===== src/rtl/fp_align_shift_if.sv =====
// Handshake bundle for the fp_align_shift mantissa alignment shifter.
// The master side drives inputs and out_ready. The slave side is the shifter itself.
interface fp_align_shift_if #(
  parameter int MW = 24,
  parameter int EW = 8,
  parameter int SW = 8
);
  logic          in_valid;
  logic          in_ready;
  logic [MW-1:0] in_mant;
  logic [EW-1:0] in_exp;
  logic [SW-1:0] in_shift;
  logic          out_valid;
  logic          out_ready;
  logic [MW-1:0] out_mant;
  logic          out_guard;
  logic          out_round;
  logic          out_sticky;
  logic [EW-1:0] out_exp;

  modport master (
    output in_valid, in_mant, in_exp, in_shift, out_ready,
    input  in_ready, out_valid, out_mant, out_guard, out_round, out_sticky, out_exp
  );

  modport slave (
    input  in_valid, in_mant, in_exp, in_shift, out_ready,
    output in_ready, out_valid, out_mant, out_guard, out_round, out_sticky, out_exp
  );
endinterface


===== src/rtl/fp_align_shift.sv =====
// Two-stage mantissa alignment right-shifter with guard/round/sticky and saturating exponent.
// Optional macro ALIGN_STAT_EN adds a saturating count of inexact output transfers (stat_inexact).
module fp_align_shift #(
  parameter int MW = 24,
  parameter int EW = 8,
  parameter int SW = 8
) (
  input logic             clk,
  input logic             rst_n,
  fp_align_shift_if.slave bus
`ifdef ALIGN_STAT_EN
  ,
  output logic [15:0]     stat_inexact
`endif
);

  // Working field is the mantissa plus two extra low bits that become guard and round.
  localparam int FW = MW + 2;
  localparam int XW = EW + 1;

  logic adv1;
  logic adv2;

  logic          s1_valid_q, s1_valid_d;
  logic [MW-1:0] s1_mant_q,  s1_mant_d;
  logic [EW-1:0] s1_exp_q,   s1_exp_d;
  logic [SW-1:0] s1_shift_q, s1_shift_d;
  logic [FW-1:0] s1_field_q, s1_field_d;
  logic          s1_psticky_q, s1_psticky_d;
  logic          s1_flush_q, s1_flush_d;

  logic          s2_valid_q,  s2_valid_d;
  logic [MW-1:0] s2_mant_q,   s2_mant_d;
  logic          s2_guard_q,  s2_guard_d;
  logic          s2_round_q,  s2_round_d;
  logic          s2_sticky_q, s2_sticky_d;
  logic [EW-1:0] s2_exp_q,    s2_exp_d;

  assign adv2         = !s2_valid_q || bus.out_ready;
  assign adv1         = !s1_valid_q || adv2;
  assign bus.in_ready = adv1;

  logic [FW-1:0] ext_field;
  logic [4:0]    coarse_amt;
  logic [FW-1:0] coarse_field;
  logic          coarse_sticky;
  logic          flush_in;

  // Coarse stage: byte-granular shift; anything pushed past bit 0 folds into a partial sticky.
  always_comb begin
    ext_field     = {bus.in_mant, 2'b00};
    coarse_amt    = {bus.in_shift[4:3], 3'b000};
    coarse_field  = ext_field >> coarse_amt;
    coarse_sticky = |(ext_field & ~({FW{1'b1}} << coarse_amt));
    flush_in      = bus.in_shift >= SW'(FW);
  end

  always_comb begin
    s1_valid_d   = s1_valid_q;
    s1_mant_d    = s1_mant_q;
    s1_exp_d     = s1_exp_q;
    s1_shift_d   = s1_shift_q;
    s1_field_d   = s1_field_q;
    s1_psticky_d = s1_psticky_q;
    s1_flush_d   = s1_flush_q;
    if (adv1) begin
      s1_valid_d = bus.in_valid;
      if (bus.in_valid) begin
        s1_mant_d    = bus.in_mant;
        s1_exp_d     = bus.in_exp;
        s1_shift_d   = bus.in_shift;
        s1_field_d   = coarse_field;
        s1_psticky_d = coarse_sticky;
        s1_flush_d   = flush_in;
      end
    end
  end

  always_ff @(posedge clk or negedge rst_n) begin
    if (!rst_n) begin
      s1_valid_q   <= 1'b0;
      s1_mant_q    <= '0;
      s1_exp_q     <= '0;
      s1_shift_q   <= '0;
      s1_field_q   <= '0;
      s1_psticky_q <= 1'b0;
      s1_flush_q   <= 1'b0;
    end else begin
      s1_valid_q   <= s1_valid_d;
      s1_mant_q    <= s1_mant_d;
      s1_exp_q     <= s1_exp_d;
      s1_shift_q   <= s1_shift_d;
      s1_field_q   <= s1_field_d;
      s1_psticky_q <= s1_psticky_d;
      s1_flush_q   <= s1_flush_d;
    end
  end

  logic [2:0]    fine_amt;
  logic [FW-1:0] fine_field;
  logic [6:0]    lost_bits;
  logic [XW-1:0] exp_sum;
  logic [EW-1:0] exp_sat;
  logic [MW-1:0] res_mant;
  logic          res_guard;
  logic          res_round;
  logic          res_sticky;

  assign fine_amt   = s1_shift_q[2:0];
  assign fine_field = s1_field_q >> fine_amt;

  // Fine shift drops at most seven low bits; each one feeds the sticky if it falls off.
  for (genvar gi = 0; gi < 7; gi++) begin : g_lost
    assign lost_bits[gi] = s1_field_q[gi] & (fine_amt > 3'(gi));
  end

  assign exp_sum = XW'(s1_exp_q) + XW'(s1_shift_q);
  assign exp_sat = exp_sum[EW] ? {EW{1'b1}} : exp_sum[EW-1:0];

  always_comb begin
    res_mant   = fine_field[FW-1:2];
    res_guard  = fine_field[1];
    res_round  = fine_field[0];
    res_sticky = s1_psticky_q | (|lost_bits);
    if (s1_flush_q) begin
      res_mant   = '0;
      res_guard  = 1'b0;
      res_round  = 1'b0;
      res_sticky = |s1_mant_q;
    end
  end

  always_comb begin
    s2_valid_d  = s2_valid_q;
    s2_mant_d   = s2_mant_q;
    s2_guard_d  = s2_guard_q;
    s2_round_d  = s2_round_q;
    s2_sticky_d = s2_sticky_q;
    s2_exp_d    = s2_exp_q;
    if (adv2) begin
      s2_valid_d = s1_valid_q;
      if (s1_valid_q) begin
        s2_mant_d   = res_mant;
        s2_guard_d  = res_guard;
        s2_round_d  = res_round;
        s2_sticky_d = res_sticky;
        s2_exp_d    = exp_sat;
      end
    end
  end

  always_ff @(posedge clk or negedge rst_n) begin
    if (!rst_n) begin
      s2_valid_q  <= 1'b0;
      s2_mant_q   <= '0;
      s2_guard_q  <= 1'b0;
      s2_round_q  <= 1'b0;
      s2_sticky_q <= 1'b0;
      s2_exp_q    <= '0;
    end else begin
      s2_valid_q  <= s2_valid_d;
      s2_mant_q   <= s2_mant_d;
      s2_guard_q  <= s2_guard_d;
      s2_round_q  <= s2_round_d;
      s2_sticky_q <= s2_sticky_d;
      s2_exp_q    <= s2_exp_d;
    end
  end

  assign bus.out_valid  = s2_valid_q;
  assign bus.out_mant   = s2_mant_q;
  assign bus.out_guard  = s2_guard_q;
  assign bus.out_round  = s2_round_q;
  assign bus.out_sticky = s2_sticky_q;
  assign bus.out_exp    = s2_exp_q;

`ifdef ALIGN_STAT_EN
  logic [15:0] stat_q, stat_d;

  always_comb begin
    stat_d = stat_q;
    if (bus.out_valid && bus.out_ready && (s2_guard_q | s2_round_q | s2_sticky_q)
        && (stat_q != 16'hFFFF)) begin
      stat_d = stat_q + 16'd1;
    end
  end

  always_ff @(posedge clk or negedge rst_n) begin
    if (!rst_n) begin
      stat_q <= '0;
    end else begin
      stat_q <= stat_d;
    end
  end

  assign stat_inexact = stat_q;
`endif

endmodule


===== src/flat_wrapper.sv =====
// flat-port wrapper written by rule: the top's interface ports become plain ports
module fp_align_shift_flat 
#(
  parameter int MW = 24,
  parameter int EW = 8,
  parameter int SW = 8
)
  (clk, rst_n, bus_in_valid, bus_in_mant, bus_in_exp, bus_in_shift, bus_out_ready, bus_in_ready, bus_out_valid, bus_out_mant, bus_out_guard, bus_out_round, bus_out_sticky, bus_out_exp);
  fp_align_shift_if #(.MW(MW), .EW(EW), .SW(SW)) bus_i ();
  input logic clk;
  input logic rst_n;
  input wire logic [$bits(bus_i.in_valid)-1:0] bus_in_valid;
  input wire logic [$bits(bus_i.in_mant)-1:0] bus_in_mant;
  input wire logic [$bits(bus_i.in_exp)-1:0] bus_in_exp;
  input wire logic [$bits(bus_i.in_shift)-1:0] bus_in_shift;
  input wire logic [$bits(bus_i.out_ready)-1:0] bus_out_ready;
  output wire logic [$bits(bus_i.in_ready)-1:0] bus_in_ready;
  output wire logic [$bits(bus_i.out_valid)-1:0] bus_out_valid;
  output wire logic [$bits(bus_i.out_mant)-1:0] bus_out_mant;
  output wire logic [$bits(bus_i.out_guard)-1:0] bus_out_guard;
  output wire logic [$bits(bus_i.out_round)-1:0] bus_out_round;
  output wire logic [$bits(bus_i.out_sticky)-1:0] bus_out_sticky;
  output wire logic [$bits(bus_i.out_exp)-1:0] bus_out_exp;
  assign bus_i.in_valid = bus_in_valid;
  assign bus_i.in_mant = bus_in_mant;
  assign bus_i.in_exp = bus_in_exp;
  assign bus_i.in_shift = bus_in_shift;
  assign bus_i.out_ready = bus_out_ready;
  assign bus_in_ready = bus_i.in_ready;
  assign bus_out_valid = bus_i.out_valid;
  assign bus_out_mant = bus_i.out_mant;
  assign bus_out_guard = bus_i.out_guard;
  assign bus_out_round = bus_i.out_round;
  assign bus_out_sticky = bus_i.out_sticky;
  assign bus_out_exp = bus_i.out_exp;
  fp_align_shift #(.MW(MW), .EW(EW), .SW(SW)) u_core (.clk(clk), .rst_n(rst_n), .bus(bus_i));
endmodule

===== config.mk =====
export PLATFORM = sky130hd
export DESIGN_NAME = fp_align_shift_flat
export DESIGN_NICKNAME = d
export VERILOG_FILES = /design/src/rtl/fp_align_shift_if.sv /design/src/rtl/fp_align_shift.sv /design/src/flat_wrapper.sv
export SDC_FILE = /design/constraint.sdc
export NUM_CORES = 1
export LEC_CHECK = 0
export ABC_CLOCK_PERIOD_IN_PS = 3700
export CAP_MARGIN = 20
export CORE_MARGIN = 2
export CORE_UTILIZATION = 61
export CTS_BUF_LIST = sky130_fd_sc_hd__clkbuf_4 sky130_fd_sc_hd__clkbuf_8
export DETAILED_ROUTE_END_ITERATION = 8
export HOLD_SLACK_MARGIN = 0.05
export MAX_ROUTING_LAYER = met4
export PLACE_DENSITY = 0.94
export SLEW_MARGIN = 40
export SYNTH_ARGS = -nofsm -noshare
export SYNTH_HDL_FRONTEND = slang
export SYNTH_SLANG_ARGS = --single-unit

===== constraint.sdc =====
create_clock -name clk -period 3.7 [get_ports clk]
set_clock_uncertainty 0.15 [all_clocks]
set_input_delay 0.74 -clock clk [delete_from_list [all_inputs] [get_ports clk]]
set_output_delay 0.74 -clock clk [all_outputs]
set_load 0.005 [all_outputs]

==> results.toml, run 1 <==
[status]
run_status = "completed"

[global_route]
grt_pass1_vias = 4131
gr-usage-all-layers_pct = 27.4
number_of_antenna_violations_at_the_first_check_in_global_routing = 0
grt_first_pass_wirelength_um = 20400
maximum_number_of_pins_on_one_net_before_global_route_repair = 60
grt-ovfl-total = 0

[clocking]
max-clock-path-buffers = 2
insertion_delay_ps = 370
tritoncts = "yes"
cts_buffers = 9
cts_hold_buf = 0
cts_root_buf = "sky130_fd_sc_hd__clkbuf_8"
worst_setup_hold_path_clk_slew_ps = 100
cts-resized-gates = 0
clock-sinks = 105
post_cts.repair.setup_buffers = 0
htree_levels = 3

[yosys]
number_of_cells_produced_by_synthesis = 489
ys_dominant_reg_cell = "sky130_fd_sc_hd__dfrtp_1"
asyncSetResetFlopFracSynth_pct = 100
synth.cell_area_mm2 = 0.00543
syn-num-nets = 542
synth_edf_count = 0
postSynthRegisterBits = 105
yosys-top-cells-area = "sky130_fd_sc_hd__dfrtp_1, sky130_fd_sc_hd__mux2i_1, sky130_fd_sc_hd__mux2_2, sky130_fd_sc_hd__nand2_1, sky130_fd_sc_hd__o21ai_0"
count_of_synthesis_stage_warnings_from_yosys = 0
avgSynthCellArea_um2 = 11.1
ys_seq_area_share_pct = 48.4
yosysTopAreaCellShare_pct = 48.4
synth_cell_type_count = 40
synth_commonest_cells = "sky130_fd_sc_hd__dfrtp_1, sky130_fd_sc_hd__mux2i_1, sky130_fd_sc_hd__nand2_1"
netlist.top_cell.by_area = "sky130_fd_sc_hd__dfrtp_1"
post-synth-top-count-cell = "sky130_fd_sc_hd__dfrtp_1"

[worst_setup_path]
worst_ep_arrival_time_ps = 1910
cp_slowest_cell = "sky130_fd_sc_hd__clkdlybuf4s50_1"
critPathLaunchType = "input pin"
cp_common_cell = "sky130_fd_sc_hd__clkdlybuf4s50_1"
reg2reg_setup_slack_ps = 980
max_stage_delay_ps = 520
crit_path_end = "bus_in_ready"
critical_path.reg2reg.endpoint = "u_core.bus.out_exp[7]$_DFFE_PN0P_"
crit_required_ps = 2810
crit_chain = "clkdlybuf4s50_1, nand3b_1, clkdlybuf4s50_1"
critPathLaunch = "bus_out_ready"
path_class = "input pin to output pin"
worst-path-max-fanout = 3
worst_r2r_startpoint = "u_core.s1_shift_q[0]$_DFFE_PN0P_"
timing.critical_path.to_type = "output pin"
worstRegToRegCells = 6

[pwr]
power.density_cell_area_mw_per_mm2 = 479
irDropWorstVdd_mv = 0.320
power.total_mw = 3.13
static-leakage-power_nw = 2.85

[placed_design]
placed_area_mm2 = 0.00630
input_output_buffers = 80
gp_routability_congestion = 0.957
place_hpwl_um = 9180
place_ws_ps = 895

[sta]
worst_slew_margin_pct = 56.2
final_max_slew_viol_count = 0
max_freq_mhz = 357
setup_viol = 0
final.setup.tns_ps = 0
timing.final.hold_violations = 0
postLayoutSetupSlackWorst_ps = 899
worst_hold_slack_ps = 106
worst_slew_pin_slew_ps = 655
final.min_clock_period_ps = 2800
final.period_utilization_pct = 75.7
rsz_0062_raised_after_global_routing = "no"

[cells_and_area]
layout-area-overhead-vs-synth_pct = 20.1
layout.filler_cells = 585
post-route-cell-area_mm2 = 0.00652
nets = 614
share_of_post_route_cells_with_drive_strength_above_1_pct = 14.7
number_of_diodes = 0

[routing]
routed-via-count = 4209
drt-wirelength-per-cell_um = 18.8
first_pass_iteration_count_of_the_detailed_router = 5
routed_wirelength_um = 12700
route.detailed.drc = 0
route.antenna.remaining_nets = 0
route.detailed.vias_per_inst = 6.24
detailedRoute.firstIterationViolations = 406

[run]
cap_violations = 0

[floorplan]
design.die.area_mm2 = 0.00967
fp.coreArea_mm2 = 0.00868
floorplan.rows = 34
initial_core_utilization_pct = 62.6
die-height_um = 98.4
die-width_um = 98.4
ioPinCount = 81

[worst_hold_path]
hold_path.class = "input pin to asynchronous set/reset pin"
routing by layer:
metal  wire length (um)  vias up  GRT usage, %  share of wire (%)
li1                   -     1918             -                  -
met2               6230      179          42.9                 49
met3                861       29          5.08                6.8
met1               5240     2083          36.2                 41
met5                  0        -             -                  0
met4                325        0          9.80                2.6
cell families (layout without fill, tap and decap cells):
group                    after synthesis  in the layout  synth area share [%]
AO/OA/AOI/OAI                        103            103                  12.0
XOR/XNOR                               4              4                 0.645
adder cells (fa/ha/maj)                9              9                  2.21
buffers and inverters                 32            109                  2.90
flip-flops                           105            105                  48.4
multiplexers                         123            123                  24.5
AND/OR/NAND/NOR                      113            113                  9.33
cells in the final DEF, fill, tap and decap left out, types with 10 or more instances in the layout:
master,n
sky130_fd_sc_hd__buf_4,10
sky130_fd_sc_hd__clkdlybuf4s50_1,79
sky130_fd_sc_hd__nor2_1,17
sky130_fd_sc_hd__mux2i_1,80
sky130_fd_sc_hd__nand2_1,63
sky130_fd_sc_hd__o21ai_0,46
sky130_fd_sc_hd__a21oi_1,19
sky130_fd_sc_hd__mux2_2,39
sky130_fd_sc_hd__dfrtp_1,105
worst min-delay path by stage:
stage | startpoint | to | slack, ps | cells past startpoint
after floorplan | rst_n | u_core.bus.out_exp[0]$_DFFE_PN0P_ | 290 | 0
after global placement | u_core.bus.out_mant[18]$_DFFE_PN0P_ | u_core.bus.out_mant[18]$_DFFE_PN0P_ | 310 | 2
after detailed placement | u_core.bus.out_mant[3]$_DFFE_PN0P_ | u_core.bus.out_mant[3]$_DFFE_PN0P_ | 320 | 2
after CTS | rst_n | u_core.bus.out_mant[20]$_DFFE_PN0P_ | 290 | 1
after global routing | rst_n | u_core.bus.out_valid$_DFFE_PN0P_ | 110 | 1
final | rst_n | u_core.bus.out_valid$_DFFE_PN0P_ | 110 | 1
where the power goes:
| group | internal (mW) | leakage (nW) | switching, mW |
|---|---|---|---|
| Combinational | 0.507 | 1.45 | 0.455 |
| Clock | 0.327 | 0.100 | 0.387 |
| Sequential | 1.32 | 1.30 | 0.125 |
stage by stage:
step	util, %	instances
3_3_place_gp	72.6	657
4_1_cts	74.9	673
2_1_floorplan	-	489
3_5_place_dp	72.6	657
6_report	75.2	674
5_1_grt	75.2	674
flip-flops by register name, indices dropped and copies added, names as in the netlist:
| name | flops |
|---|---|
| u_core.bus.out_exp | 8 |
| u_core.bus.out_round | 1 |
| u_core.bus.out_sticky | 1 |
| u_core.s1_mant_q | 24 |
| u_core.s1_valid_q | 1 |
| u_core.s1_flush_q | 1 |
| u_core.bus.out_valid | 1 |
| u_core.s1_psticky_q | 1 |
| u_core.s1_exp_q | 8 |
| u_core.bus.out_guard | 1 |
| u_core.s1_field_q | 26 |
| u_core.s1_shift_q | 8 |
| u_core.bus.out_mant | 24 |
critical path: cells and delay by family:
family / cells / cell delay (ps)
simple gates: 1 / 170
buf+inv: 2 / 1000
cell type report:
cell class | count | area [um^2] | area share [%]
clock buffers | 11 | 139 | 2.13
inverters | 2 | 7.51 | 0.115
flip-flops and latches | 105 | 2630 | 40.3
multi-input cells | 352 | 2650 | 40.6
repair buffers | 91 | 906 | 13.9
well taps | 108 | 135 | 2.07
clock inverters | 5 | 56.3 | 0.863
Note: power is estimated with default switching activity, not from simulation.
==> run 2, diff against run 1 <==
--- a/config.mk
+++ b/config.mk
@@ -5,15 +5,15 @@
 export SDC_FILE = /design/constraint.sdc
 export NUM_CORES = 1
 export LEC_CHECK = 0
-export ABC_CLOCK_PERIOD_IN_PS = 3700
+export ABC_CLOCK_PERIOD_IN_PS = 2400
 export CAP_MARGIN = 20
 export CORE_MARGIN = 2
-export CORE_UTILIZATION = 61
+export CORE_UTILIZATION = 51
 export CTS_BUF_LIST = sky130_fd_sc_hd__clkbuf_4 sky130_fd_sc_hd__clkbuf_8
 export DETAILED_ROUTE_END_ITERATION = 8
 export HOLD_SLACK_MARGIN = 0.05
 export MAX_ROUTING_LAYER = met4
-export PLACE_DENSITY = 0.94
+export PLACE_DENSITY = 0.85
 export SLEW_MARGIN = 40
 export SYNTH_ARGS = -nofsm -noshare
 export SYNTH_HDL_FRONTEND = slang
==> constraint.sdc (replaced) <==
create_clock -name clk -period 2.4 [get_ports clk]
set_clock_uncertainty 0.15 [all_clocks]
set_input_delay 0.48 -clock clk [delete_from_list [all_inputs] [get_ports clk]]
set_output_delay 0.48 -clock clk [all_outputs]
set_load 0.005 [all_outputs]
==> results.toml, run 2 (synthesized netlist as in run 1, its figures left out) <==
[sta]
setup_viol = 0
worst_hold_slack_ps = 337
final_max_slew_viol_count = 0
final.setup.tns_ps = 0
max_freq_mhz = 434
final.min_clock_period_ps = 2300
final.period_utilization_pct = 96.0
worst_slew_pin_slew_ps = 681
timing.final.hold_violations = 0
worst_slew_margin_pct = 54.6
rsz_0062_raised_after_global_routing = "no"

[cells_and_area]
number_of_diodes = 0
largest_register_ffs = 26
registers.top_by_ff_count = "u_core.s1_field_q"
finalNonFillerCells = 711
nets = 624
final_cell_mix = "sky130_fd_sc_hd__dfrtp_1, sky130_fd_sc_hd__mux2i_1, sky130_fd_sc_hd__clkdlybuf4s50_1, sky130_fd_sc_hd__nand2_1, sky130_fd_sc_hd__o21ai_0"
share_of_post_route_cells_with_drive_strength_above_1_pct = 15.7
fin_util_pct = 64.3
layout-area-overhead-vs-synth_pct = 22.2
most_common_library_cell_in_the_layout_ignoring_fill_and_taps = "sky130_fd_sc_hd__dfrtp_1"

[run]
cap_violations = 0

[clocking]
insertion_delay_ps = 380
tritoncts = "yes"
htree_levels = 3
clock-sinks = 105
cts_root_buf = "sky130_fd_sc_hd__clkbuf_8"
max-clock-path-buffers = 2
worst_setup_hold_path_clk_slew_ps = 100
cts_buffers = 9

[worst_setup_path]
timing.critical_path.to_type = "flop"
timing.critical_path.buf_inv = 0
crit_required_ps = 2510
path_class = "flop to flop"
worst_ep_arrival_time_ps = 2410
critPathLaunchType = "flop"
worst-path-max-fanout = 5
cp_num_cells = 6
max_stage_delay_ps = 390
crit_chain = "ha_1, fa_2, a21o_1, a221oi_4, o211ai_4, o32a_1"
path_delay_family = "compound AO/OA/AOI/OAI gates"
cp_slowest_cell = "sky130_fd_sc_hd__dfrtp_1"
worstRegToRegCells = 6

[global_route]
grt_first_pass_wirelength_um = 20800
gr-usage-all-layers_pct = 23.8
grt-ovfl-total = 0
number_of_antenna_violations_at_the_first_check_in_global_routing = 0
grt_pass1_vias = 4121
maximum_number_of_pins_on_one_net_before_global_route_repair = 52

[routing]
route.detailed.vias_per_inst = 5.76
drt-wirelength-per-cell_um = 17.5
routed-via-count = 4092
detailedRoute.firstIterationViolations = 298
route.antenna.remaining_nets = 0
first_pass_iteration_count_of_the_detailed_router = 5
routed_wirelength_um = 12400
route.detailed.drc = 0

[worst_hold_path]
whs_path_depth = 2
hold_path.class = "flop to flop"

[placed_design]
input_output_buffers = 80
gp_routability_congestion = 0.879
place_hpwl_um = 9500
dp_cells = 692

[floorplan]
initial_core_utilization_pct = 52.6
die-height_um = 107
ioPinCount = 81
fp.coreArea_mm2 = 0.0103
design.die.area_mm2 = 0.0115
floorplan.rows = 37
die-width_um = 107

[pwr]
static-leakage-power_nw = 2.88
irDropWorstVdd_mv = 0.400
power.density_cell_area_mw_per_mm2 = 712
power.total_mw = 4.72

[status]
run_status = "completed"
==> run 2: changes by cell type in the layout (fill, tap and decap cells not counted), sizes merged <==
cell / change
clkinvlp: +2
buf: +9
dlygate4sd3: +1
bufinv: -1
clkinv: -2
==> run 2: final cells by class <==
class,instances,area (um^2)
tap,136,170
inverter,2,7.51
clock buffer,11,139
fill,787,3690
timing repair buffer,101,1010
multi-input combinational,352,2650
clock inverter,4,31.3
sequential,105,2630
==> run 2: path summary, 6_finish.rpt <==
kind,slack [ps],to,startpoint
worst max register to register,100,u_core.bus.out_exp[7]$_DFFE_PN0P_,u_core.s1_shift_q[0]$_DFFE_PN0P_
min in group asynchronous,530,u_core.bus.out_mant[23]$_DFFE_PN0P_,rst_n
max in group asynchronous,900,u_core.s1_exp_q[4]$_DFFE_PN0P_,rst_n
worst min-delay path,340,u_core.bus.out_mant[15]$_DFFE_PN0P_,u_core.bus.out_mant[15]$_DFFE_PN0P_
worst min register to register,340,u_core.bus.out_mant[15]$_DFFE_PN0P_,u_core.bus.out_mant[15]$_DFFE_PN0P_
worst max-delay path,100,u_core.bus.out_exp[7]$_DFFE_PN0P_,u_core.s1_shift_q[0]$_DFFE_PN0P_
==> run 2: timing repair <==
action                                  in CTS  in global routing
endpoints found under the setup margin       0                  1
setup buffers                                0                  3
hold buffers                                 1                  0
resized for setup                            0                  1
endpoints found under the hold margin       48                  0
==> run 2: metrics by stage <==
| stage | area (um^2) | setup WS, ps |
|---|---|---|
| after floorplan | 5430 | 148 |
| after global placement | 6430 | 86.2 |
| after detailed placement | 6430 | 30.6 |
| after CTS | 6610 | 16.6 |
| after global routing | 6640 | 30.1 |
| final | 6640 | 96.2 |
==> run 2: power breakdown <==
part	switching (mW)	internal, mW	leakage [nW]	total, mW
logic	0.700	0.814	1.50	1.51
registers	0.184	2.04	1.30	2.22
clock network	0.588	0.397	0.0785	0.985
==> run 2: layer usage <==
metal | share of wire (%) | vias to the layer above | GRT usage (%)
met5 | 0 | - | -
met4 | 2.4 | 0 | 8.35
met3 | 4.7 | 29 | 3.53
met2 | 48 | 130 | 37.3
met1 | 45 | 1992 | 32.0
li1 | - | 1941 | -
==> run 2: worst reg2reg max path, cell delays in order, from the launching register on <==
cell and delay (ps):
sky130_fd_sc_hd__dfrtp_1 390, sky130_fd_sc_hd__ha_1 250, sky130_fd_sc_hd__fa_2 360, sky130_fd_sc_hd__a21o_1 230, sky130_fd_sc_hd__a221oi_4 330, sky130_fd_sc_hd__o211ai_4 130, sky130_fd_sc_hd__o32a_1 360
==> run 3, diff against run 2 <==
--- a/config.mk
+++ b/config.mk
@@ -7,7 +7,7 @@
 export LEC_CHECK = 0
 export ABC_CLOCK_PERIOD_IN_PS = 2400
 export CAP_MARGIN = 20
-export CORE_MARGIN = 2
+export CORE_MARGIN = 5
 export CORE_UTILIZATION = 51
 export CTS_BUF_LIST = sky130_fd_sc_hd__clkbuf_4 sky130_fd_sc_hd__clkbuf_8
 export DETAILED_ROUTE_END_ITERATION = 8
==> results.toml, run 3 (synthesized netlist as in run 1, its figures left out) <==
[status]
run_status = "completed"

[worst_setup_path]
crit_required_ps = 2510
path_class = "flop to flop"
worst_ep_arrival_time_ps = 2430
critPathLaunchType = "flop"
timing.critical_path.to_type = "flop"
max_stage_delay_ps = 430
crit_chain = "buf_4, ha_1, a211oi_1, o21bai_1, mux2i_1, o32a_1"
cp_slowest_cell = "sky130_fd_sc_hd__buf_4"
worst-path-max-fanout = 34

[placed_design]
gp_routability_congestion = 0.862
input_output_buffers = 80
dp_cells = 694
place_hpwl_um = 9570

[sta]
setup_viol = 0
timing.final.hold_violations = 0
max_freq_mhz = 431
rsz_0062_raised_after_global_routing = "no"
worst_slew_margin_pct = 60.3
final.setup.tns_ps = 0
final_max_slew_viol_count = 0
final.min_clock_period_ps = 2320
worst_slew_pin_slew_ps = 596
final.period_utilization_pct = 96.6
worst_hold_slack_ps = 336

[pwr]
swShare_pct = 29.8
irDropWorstVdd_mv = 0.408
static-leakage-power_nw = 2.92
power.internal_mw = 3.51
power.clock.fraction_pct = 25.1
seq_power_share_pct = 44.6
power.density_cell_area_mw_per_mm2 = 747
switching_power_mw = 1.49
combPwrFrac_pct = 30.4

[floorplan]
fp.coreArea_mm2 = 0.0104
design.die.area_mm2 = 0.0128
ioPinCount = 81
initial_core_utilization_pct = 52.4
die-height_um = 113
die-width_um = 113
floorplan.rows = 37

[cells_and_area]
most_common_library_cell_in_the_layout_ignoring_fill_and_taps = "sky130_fd_sc_hd__dfrtp_1"
registers.top_by_ff_count = "u_core.s1_field_q"
share_of_post_route_cells_with_drive_strength_above_1_pct = 16.1
nets = 626
final_cell_mix = "sky130_fd_sc_hd__dfrtp_1, sky130_fd_sc_hd__mux2i_1, sky130_fd_sc_hd__clkdlybuf4s50_1, sky130_fd_sc_hd__nand2_1, sky130_fd_sc_hd__o21ai_0"
number_of_diodes = 0
layout-area-overhead-vs-synth_pct = 23.4
finalNonFillerCells = 714
layout.filler_cells = 798
largest_register_ffs = 26

[run]
cap_violations = 0

[global_route]
gr-usage-all-layers_pct = 20.8
maximum_number_of_pins_on_one_net_before_global_route_repair = 55
number_of_antenna_violations_at_the_first_check_in_global_routing = 0
grt_pass1_vias = 4156
grt_first_pass_wirelength_um = 20900
grt-ovfl-total = 0

[worst_hold_path]
hold_path.class = "flop to flop"

[routing]
wl_met2_um = 6010
route.detailed.vias_per_inst = 5.73
route.detailed.drc = 0
drt-wirelength-per-cell_um = 17.6
wl_met3_um = 580
first_pass_iteration_count_of_the_detailed_router = 4
route.antenna.remaining_nets = 0
routed_wirelength_um = 12600
maxUsedRoutingLayer = "met4"
routed-via-count = 4094
wirelength_met1_um = 5730
detailedRoute.firstIterationViolations = 297

[clocking]
cts_root_buf = "sky130_fd_sc_hd__clkbuf_8"
htree_levels = 3
insertion_delay_ps = 370
clock-sinks = 105
worst_setup_hold_path_clk_slew_ps = 100
cts_buffers = 9
max-clock-path-buffers = 2
tritoncts = "yes"
run 3: timing repair:
| item | 4_1_cts | 5_1_grt |
|---|---|---|
| pin swaps | 2 | 1 |
| buffers inserted | 3 | 0 |
| hold endpoints to repair | 41 | 0 |
| resized for setup | 0 | 1 |
| endpoints found under the setup margin | 1 | 7 |
| hold buffers | 1 | 0 |
run 3: area by class of cell:
cell class	instances	area [um^2]	area share (%)
clock buffer	12	159	2.37
clock inverter	4	75.1	1.12
inverter	2	7.51	0.112
multi-input combinational	352	2650	39.6
sequential	105	2630	39.2
tap	136	170	2.54
timing repair buffer	103	1010	15.1
run 3: path summary, 6_finish.rpt:
kind,slack [ps],cells after the start,end,start
min in group asynchronous,510,2,u_core.s1_valid_q$_DFFE_PN0N_,rst_n
worst min-delay path,340,2,u_core.bus.out_mant[6]$_DFFE_PN0P_,u_core.bus.out_mant[6]$_DFFE_PN0P_
worst min register to register,340,2,u_core.bus.out_mant[6]$_DFFE_PN0P_,u_core.bus.out_mant[6]$_DFFE_PN0P_
worst max-delay path,80,6,u_core.bus.out_exp[7]$_DFFE_PN0P_,u_core.s1_shift_q[1]$_DFFE_PN0P_
max in group asynchronous,940,3,u_core.s1_shift_q[7]$_DFFE_PN0P_,rst_n
worst max register to register,80,6,u_core.bus.out_exp[7]$_DFFE_PN0P_,u_core.s1_shift_q[1]$_DFFE_PN0P_
run 3: critical path, delay by kind of cell, from the launching register on:
family	cells	cell delay (ps)
AO/OA/AOI/OAI	3	730
buffers and inverters	1	430
flip-flops	1	400
adder cells (fa/ha/maj)	1	340
multiplexers	1	160
run 3: power by group through the flow:
stage | sequential, mW | combinational [mW] | clock, mW
final | 2.23 | 1.52 | 1.25
after global routing | 2.26 | 1.65 | 1.33
after CTS | 2.23 | 1.53 | 1.26
after detailed placement | 2.26 | 1.49 | 0
after global placement | 2.24 | 1.44 | 0
after floorplan | 2.22 | 0.910 | 0
run 3: metrics by stage:
step                setup slack, ps  util (%)  instance area [um^2]  power, mW
detailed placement             6.62      62.0                  6430       3.76
CTS                            36.6      64.6                  6700       5.02
global route                   43.1      64.6                  6700       5.24
floorplan                       148         -                  5430       3.13
global placement               79.7      62.0                  6430       3.68
finish                         81.8      64.6                  6700       5.00
run 3: layer usage:
metal  up-vias  track usage (%)
met2       116             32.9
met3        16             2.25
met1      2011             28.0
met5         -                -
met4         0             7.29
li1       1951                -
